===== config.mk =====
export PLATFORM = sky130hd
export DESIGN_NAME = hazard_unit
export DESIGN_NICKNAME = d
export VERILOG_FILES = /design/src/rtl/hazard_unit_pkg.sv /design/src/rtl/hazard_unit_fwd_mux.sv /design/src/rtl/hazard_unit.sv
export SDC_FILE = /design/constraint.sdc
export NUM_CORES = 1
export LEC_CHECK = 0
export CORE_MARGIN = 1
export CORE_UTILIZATION = 43
export DETAILED_ROUTE_END_ITERATION = 6
export PLACE_DENSITY = 0.88
export SLEW_MARGIN = 25
export SYNTH_ARGS = -nofsm -noshare
export SYNTH_HDL_FRONTEND = slang
export SYNTH_SLANG_ARGS = --single-unit

===== constraint.sdc =====
create_clock -name clk -period 6.5 [get_ports clk]
set_input_delay 1.3 -clock clk [delete_from_list [all_inputs] [get_ports clk]]
set_output_delay 1.3 -clock clk [all_outputs]
set_load 0.01 [all_outputs]

===== src/rtl/hazard_unit_pkg.sv =====
// Shared types and defaults for the hazard unit: MDU state encoding,
// default parameter values and the hard-wired zero register index.
package hazard_unit_pkg;

    localparam int unsigned NUM_RD_DEF  = 2;
    localparam int unsigned DATA_W_DEF  = 32;
    localparam int unsigned ADDR_W_DEF  = 5;
    localparam int unsigned MDU_LAT_DEF = 8;

    localparam int unsigned REG_ZERO = 0;

    // MDU latencies go up to 255, so the down-counter fits in 8 bits
    localparam int unsigned MDU_CNT_W = 8;

    typedef enum logic {
        MDU_IDLE = 1'b0,
        MDU_BUSY = 1'b1
    } mdu_state_e;

endpackage


===== src/rtl/hazard_unit_fwd_mux.sv =====
// Per-read-port bypass select: EX > MEM > WB priority.
// An EX match on a load blocks forwarding and flags load-use instead.
module fwd_mux
    import hazard_unit_pkg::*;
#(
    parameter int unsigned DATA_W = DATA_W_DEF,
    parameter int unsigned ADDR_W = ADDR_W_DEF
) (
    input  logic [ADDR_W-1:0] raddr,
    input  logic              rden,
    input  logic              ex_reg_wr,
    input  logic              ex_is_load,
    input  logic [ADDR_W-1:0] ex_waddr,
    input  logic [DATA_W-1:0] ex_result,
    input  logic              mem_reg_wr,
    input  logic [ADDR_W-1:0] mem_waddr,
    input  logic [DATA_W-1:0] mem_result,
    input  logic              wb_reg_wr,
    input  logic [ADDR_W-1:0] wb_waddr,
    input  logic [DATA_W-1:0] wb_result,
    output logic              hit,
    output logic [DATA_W-1:0] data,
    output logic              load_use
);

    logic valid;

    always_comb begin
        hit      = 1'b0;
        data     = '0;
        load_use = 1'b0;
        valid    = rden && (raddr != ADDR_W'(REG_ZERO));
        if (valid) begin
            if (ex_reg_wr && (ex_waddr == raddr)) begin
                if (ex_is_load) begin
                    load_use = 1'b1;
                end else begin
                    hit  = 1'b1;
                    data = ex_result;
                end
            end else if (mem_reg_wr && (mem_waddr == raddr)) begin
                hit  = 1'b1;
                data = mem_result;
            end else if (wb_reg_wr && (wb_waddr == raddr)) begin
                hit  = 1'b1;
                data = wb_result;
            end
        end
    end

endmodule


===== src/rtl/hazard_unit.sv =====
// Pipeline hazard unit: operand bypass selection, load-use and HI/LO
// interlocks, MDU busy tracking and a saturating stall-cycle counter.
module hazard_unit
    import hazard_unit_pkg::*;
#(
    parameter int unsigned NUM_RD  = NUM_RD_DEF,
    parameter int unsigned DATA_W  = DATA_W_DEF,
    parameter int unsigned ADDR_W  = ADDR_W_DEF,
    parameter int unsigned MDU_LAT = MDU_LAT_DEF
) (
    input  logic                     clk,
    input  logic                     rst_n,
    input  logic [NUM_RD*ADDR_W-1:0] id_raddr,
    input  logic [NUM_RD-1:0]        id_rden,
    input  logic                     id_use_hilo,
    input  logic                     ex_reg_wr,
    input  logic                     ex_is_load,
    input  logic [ADDR_W-1:0]        ex_waddr,
    input  logic [DATA_W-1:0]        ex_result,
    input  logic                     mem_reg_wr,
    input  logic [ADDR_W-1:0]        mem_waddr,
    input  logic [DATA_W-1:0]        mem_result,
    input  logic                     wb_reg_wr,
    input  logic [ADDR_W-1:0]        wb_waddr,
    input  logic [DATA_W-1:0]        wb_result,
    input  logic                     mdu_issue,
    input  logic                     flush,
    output logic [NUM_RD-1:0]        fwd_hit,
    output logic [NUM_RD*DATA_W-1:0] fwd_data,
    output logic                     stall_id,
    output logic                     bubble_ex,
    output logic                     mdu_busy,
    output logic [31:0]              stall_cnt
);

    localparam logic [MDU_CNT_W-1:0] CNT_LOAD = MDU_CNT_W'(MDU_LAT - 1);

    logic [NUM_RD-1:0]    load_use;
    logic                 hazard;
    mdu_state_e           state;
    logic [MDU_CNT_W-1:0] cnt;

    for (genvar g = 0; g < NUM_RD; g++) begin : gen_port
        fwd_mux #(
            .DATA_W (DATA_W),
            .ADDR_W (ADDR_W)
        ) u_fwd_mux (
            .raddr      (id_raddr[g*ADDR_W +: ADDR_W]),
            .rden       (id_rden[g]),
            .ex_reg_wr  (ex_reg_wr),
            .ex_is_load (ex_is_load),
            .ex_waddr   (ex_waddr),
            .ex_result  (ex_result),
            .mem_reg_wr (mem_reg_wr),
            .mem_waddr  (mem_waddr),
            .mem_result (mem_result),
            .wb_reg_wr  (wb_reg_wr),
            .wb_waddr   (wb_waddr),
            .wb_result  (wb_result),
            .hit        (fwd_hit[g]),
            .data       (fwd_data[g*DATA_W +: DATA_W]),
            .load_use   (load_use[g])
        );
    end

    // A flush kills the ID instruction, so any hazard it had is moot
    assign hazard    = (|load_use) || (id_use_hilo && mdu_busy);
    assign stall_id  = hazard && !flush;
    assign bubble_ex = stall_id;

    // MDU occupancy: reissue while busy restarts the full latency window
    always_ff @(posedge clk or negedge rst_n) begin
        if (!rst_n) begin
            state    <= MDU_IDLE;
            cnt      <= '0;
            mdu_busy <= 1'b0;
        end else begin
            case (state)
                MDU_IDLE: begin
                    if (mdu_issue) begin
                        state    <= MDU_BUSY;
                        cnt      <= CNT_LOAD;
                        mdu_busy <= 1'b1;
                    end
                end
                MDU_BUSY: begin
                    if (mdu_issue) begin
                        cnt <= CNT_LOAD;
                    end else if (cnt == '0) begin
                        state    <= MDU_IDLE;
                        mdu_busy <= 1'b0;
                    end else begin
                        cnt <= cnt - MDU_CNT_W'(1);
                    end
                end
                default: begin
                    state    <= MDU_IDLE;
                    cnt      <= '0;
                    mdu_busy <= 1'b0;
                end
            endcase
        end
    end

    always_ff @(posedge clk or negedge rst_n) begin
        if (!rst_n) begin
            stall_cnt <= '0;
        end else if (stall_id && (stall_cnt != '1)) begin
            stall_cnt <= stall_cnt + 32'd1;
        end
    end

endmodule


==> Yosys cells after proc, flatten, opt, wreduce, memory -nomap -nowiden <==
Index checks and enable logic that the tools add are counted.
{ "word_totals": {"ff_bits": 42, "latch_bits": 0, "ramBits": 0, "mem_bits_ro": 0, "input_bits": 132, "output_inout_bits": 101, "elab_cells": 72, "memories": 0} }
{ "classes": {"n_addsub": 2, "multipliers": 0, "div": 0, "order_cmp": 0, "eq_ne": 11, "n_shift": 0, "muxes": 35, "bitwise": 1, "reduce_logical": 19} }
{ "ops": {"columns": ["cell", "count"], "rows": [
  ["32-bit 2-to-1 mux", 9],
  ["32-bit by 1-bit adder with 32-bit output, second input constant", 1],
  ["32-bit != test, second input constant", 1],
  ["5-bit equality test", 6],
  ["8-bit 2-to-1 mux", 3],
  ["1-bit 2-to-1 mux", 20],
  ["8-bit case mux with 2 select lines", 1],
  ["1-bit logical AND", 11],
  ["5-bit nonzero test", 2],
  ["8-bit zero test", 1],
  ["8-bit by 1-bit subtractor with 8-bit output, second input constant", 1],
  ["2-bit != test, second input constant", 2],
  ["1-bit case mux with 2 select lines", 2],
  ["3-bit != test, second input constant", 1],
  ["3-bit AND reduction", 1],
  ["2-bit by 1-bit != test with 1-bit output, second input constant", 1],
  ["2-bit AND reduction", 1],
  ["2-bit OR reduction", 1],
  ["1-bit zero test", 1],
  ["1-bit logical OR", 1],
  ["1-bit inverter", 1]
]} }

==> Depth between registers and ports, before layout <==
{ "depth": {"word_depth": 8, "ltp_mapped": 9, "mapped_depth_nobuf": 8} }

==> Modules after synthesis <==
From an unflattened synthesis, not the netlist that was laid out.
{ "hier_totals": {"cells_unflattened": 724, "hier_area_um2": 5679.2} }
{ "by_module_without_submodules": {"columns": ["mod", "instances", "cells_each", "area_each_um2", "seq_area_each_um2"], "rows": [
  ["fwd_mux", 2, 265, 1784.2, 0.0],
  ["hazard_unit", 1, 194, 2110.8, 1051.0]
]} }

==> Worst setup path after synthesis <==
No wires, ideal clock.
{ "synth_path": {"path_type": "in2out", "startpoint": "input port id_raddr[5]", "endpoint": "output port fwd_data[59]", "t_arrival_ns": 2.771, "t_required_ns": 5.200, "setup_slack_ns": 2.429, "cell_stages": 7, "path_buffers": 3, "path_cell_list": "clkbuf_1 xnor2_1 and4_1 clkbuf_1 clkbuf_1 a221oi_1 nor3_1"} }
{ "synth_between": {"elab_chain_cells": 6, "word_cells_on_any_way": 12, "cone_classes": "eq/ne (3); mux (4); reduce/logical (5)"} }
{ "synth_lines": {"columns": ["element", "line_no", "text"], "rows": [
  ["start, declared", "hazard_unit.sv:13", "input logic [NUM_RD*ADDR_W-1:0] id_raddr,"],
  ["5-bit equality test", "hazard_unit_fwd_mux.sv:44", "end else if (wb_reg_wr && (wb_waddr == raddr)) begin"],
  ["1-bit logical AND", "hazard_unit_fwd_mux.sv:44", null],
  ["32-bit 2-to-1 mux", "hazard_unit_fwd_mux.sv:44", null],
  ["32-bit 2-to-1 mux", "hazard_unit_fwd_mux.sv:41", "end else if (mem_reg_wr && (mem_waddr == raddr)) begin"],
  ["32-bit 2-to-1 mux", "hazard_unit_fwd_mux.sv:34", "if (ex_reg_wr && (ex_waddr == raddr)) begin"],
  ["32-bit 2-to-1 mux *", "hazard_unit_fwd_mux.sv:33", "if (valid) begin"],
  ["end, declared", "hazard_unit.sv:29", "output logic [NUM_RD*DATA_W-1:0] fwd_data,"]
]} }
Every way passes the cells marked *; elsewhere a longest branch is shown, timed or not.

==> Final worst setup path <==
{ "layout_path": {"startpoint": "input port id_raddr[3]", "endpoint": "output port fwd_data[0]"} }
Same word-level chain as after synthesis.

==> results.sh <==
export IMPL_cp_arrival_ns=4.44
export IMPL_ctsHoldBuffers=0
export IMPL_port_buffers=232
export IMPL_skew_ns=0.00853
export IMPL_hold_class="reg2reg"
export IMPL_layout_common_cells="clkdlybuf4s50_1 (231), nor2_1 (76), dfrtp_1 (42), xnor2_1 (37), nor3_1 (37)"
export IMPL_cp_max_fo=22
export IMPL_tightest_slew_ns=0.861
export IMPL_powerDensity_nw_per_um2=102
export IMPL_max_stage_delay_ns=0.62
export IMPL_worstSetupEndpoint="fwd_data[0]"
export IMPL_synth_seq_cells=42
export IMPL_fmax_mhz=174
export IMPL_layout_drive_gt1_share_pct=4.26
export IMPL_ys_types=44
export IMPL_rr_worst_depth=6
export IMPL_dr_total_vias=5032
export IMPL_p_clk_share_pct=25.5
export IMPL_irDropWorstVdd_mv=0.218
export IMPL_ys_warn_count=0
export IMPL_cts_resized=0
export IMPL_dieHeight_um=100
export IMPL_grt_max_degree=65
export IMPL_wl_per_cell_um=19.0
export IMPL_first_pass_iters=5
export IMPL_htreeDepth=2
export IMPL_internal_power_mw=0.474
export IMPL_path_clk_slew_ns=0.08
export IMPL_hold_viol_final=0
export IMPL_viasPerCell=5.87
export IMPL_finalMaxSlewViolations=0
export IMPL_worstSetupPathType="in2out"
export IMPL_rrSetupSlack_ns=3.71
export IMPL_switching_share_pct=30.0
export IMPL_power_frac_seq_pct=41.0
export IMPL_cts_tree="yes"
export IMPL_r2r_start="stall_cnt[0]"
export IMPL_die_w_um=100
export IMPL_final_common_cell="clkdlybuf4s50_1"
export IMPL_synth_top_area_cell="dfrtp_1"
export IMPL_startpoint="id_raddr[3]"
export IMPL_synth_edf_count=0
export IMPL_start_util_pct=44.8
export IMPL_antenna_found_initial=1
export IMPL_clock_sinks=42
export IMPL_relSlewSlack_pct=42.4
export IMPL_finalInstanceArea_um2=6610
export IMPL_io_pins=233
export IMPL_rows=35
export IMPL_post_route_util_pct=71.2
export IMPL_tns_ns=0
export IMPL_drv_cap=0
export IMPL_grt_pass1_wl_mm=25.5
export IMPL_nets=860
export IMPL_layout_min_cycle_time_ns=5.74
export IMPL_netlist_instances=523
export IMPL_startpoint_type="input pin"
export IMPL_grt_usage_pct=31.8
export IMPL_status="complete, no violations"
export IMPL_endpoint_kind="output pin"
export IMPL_clk_latency_ns=0.30
export IMPL_cts_root_buf="clkbuf_8"
export IMPL_ant_nets=0
export IMPL_routabilityCongestion=0.927
export IMPL_fp_dieArea_um2=10100
export IMPL_async_reset_ff_share_pct=100
export IMPL_design_core_area_um2=9280
export IMPL_cellLeakagePower_nw=2.38
export IMPL_area_growth_syn_to_layout_pct=58.9
export IMPL_clock_path_buffers=2
export IMPL_synth_fp_nets=657
export IMPL_pwr_share_comb_pct=33.5
export IMPL_crit_chain="clkdlybuf4s50_1 -> xor2_1 -> nor4_1 -> and3_2 -> o31ai_4 -> buf_4 -> a211oi_1 -> clkdlybuf4s50_1"
export IMPL_rsz0062_at_grt="false"
export IMPL_avgSynthCellArea_um2=7.95
export IMPL_cts_made_buffers=5
export IMPL_grt_pass1_vias=4815
export IMPL_synth_top_area_share_pct=25.3
export IMPL_post_cts_buffers=0
export IMPL_cp_common_cell="clkdlybuf4s50_1"
export IMPL_placed_area_um2=6520
export IMPL_hpwl_mm=12.3
export IMPL_worst_ep_required_time_ns=5.20
export IMPL_drc=0
export IMPL_gr_total_overflow=0
export IMPL_min_period_over_period_pct=88.3
export IMPL_ys_top_cells_by_area="dfrtp_1 (25%), xnor2_1 (7.8%), mux2i_1 (7.5%), nor2_1 (6.9%), a221oi_1 (6.3%)"
export IMPL_switching_power_mw=0.203
export IMPL_hold_depth=1
export IMPL_routed_wirelength_mm=16.3
export IMPL_finalSetupViolCount=0
export IMPL_synth_area_um2=4160
export IMPL_synth_seq_area_share_pct=25.3
export IMPL_r2r_end="stall_cnt[1]"
export IMPL_crit_slowest_cell="and3_2"
export IMPL_synth_flop_cell="dfrtp_1"
export IMPL_drt_iter0_markers=241
power by group through the flow:
stage | logic, mW | registers [mW] | clock network [mW]
finish | 0.227 | 0.278 | 0.172
global route | 0.244 | 0.280 | 0.184
CTS | 0.226 | 0.278 | 0.173
detailed placement | 0.224 | 0.283 | 0
global placement | 0.219 | 0.282 | 0
floorplan | 0.0813 | 0.284 | 0
metrics by stage:
stage	hold WS, ns	worst slack [ns]	std cells	power [mW]
finish	0.496	0.761	857	0.677
CTS	0.498	0.806	856	0.677
detailed placement	0.485	0.800	848	0.507
floorplan	0.475	2.43	523	0.365
global route	0.523	0.636	857	0.708
global placement	0.482	0.789	848	0.501
flip-flops by register name, indices dropped and copies added, names as in the netlist:
signal     cells
stall_cnt     32
mdu_busy       1
cnt            8
state          1
critical path: cells and delay by family:
| family | cells | cell delay, ns |
|---|---|---|
| AND/OR/NAND/NOR | 2 | 0.96 |
| buffers and inverters | 3 | 1.40 |
| AO/OA/AOI/OAI | 2 | 0.57 |
| XOR/XNOR | 1 | 0.19 |
cell usage after synthesis, drive strengths merged, types with 4 or more instances:
cell type,count
nor2,77
dfrtp,42
nor3,38
xnor2,37
clkbuf,34
a211oi,32
mux2i,31
a221oi,30
nor2b,30
xor2,29
nand4,26
nand2,16
nand3,13
and3,11
buf,11
a21oi,9
inv,8
nor4,8
and4,6
nand2b,4
cells by family (layout without fill, tap and decap cells):
logic type	after synthesis	count (layout)	synth area share, %
other	0	1	0
muxes	33	33	8.00
xor gates and xnor gates	66	66	13.9
adders and majority gates	2	2	0.602
and+or+nand+nor	244	244	30.6
DFF	42	42	25.3
AOI/OAI and AO/OA	83	83	15.8
buffers and inverters	53	257	5.84
metal layers:
metal / global-route usage [%] / share of wire (%)
met5: 0 / 0
met4: 16.5 / 4.8
met3: 5.22 / 8.1
met2: 54.0 / 49
met1: 38.9 / 38
how the worst min path moves through the flow:
stage	from	slack [ns]	endpoint
after floorplan	cnt[1]	0.48	cnt[1]
after global placement	stall_cnt[5]	0.48	stall_cnt[5]
after detailed placement	stall_cnt[5]	0.49	stall_cnt[5]
after CTS	stall_cnt[5]	0.50	stall_cnt[5]
after global routing	stall_cnt[5]	0.52	stall_cnt[5]
final	stall_cnt[5]	0.50	stall_cnt[5]
final cells by class:
type                       instances  area [um2]
fill                             719        2670
multi-input combinational        428        2890
inverter                           8        32.5
sequential                        42        1050
tap                              129         161
clock inverter                     3        21.3
clock buffer                       5        68.8
timing repair buffer             241        2390
antenna                            1        2.50
Power figures use the tool's default switching activity.
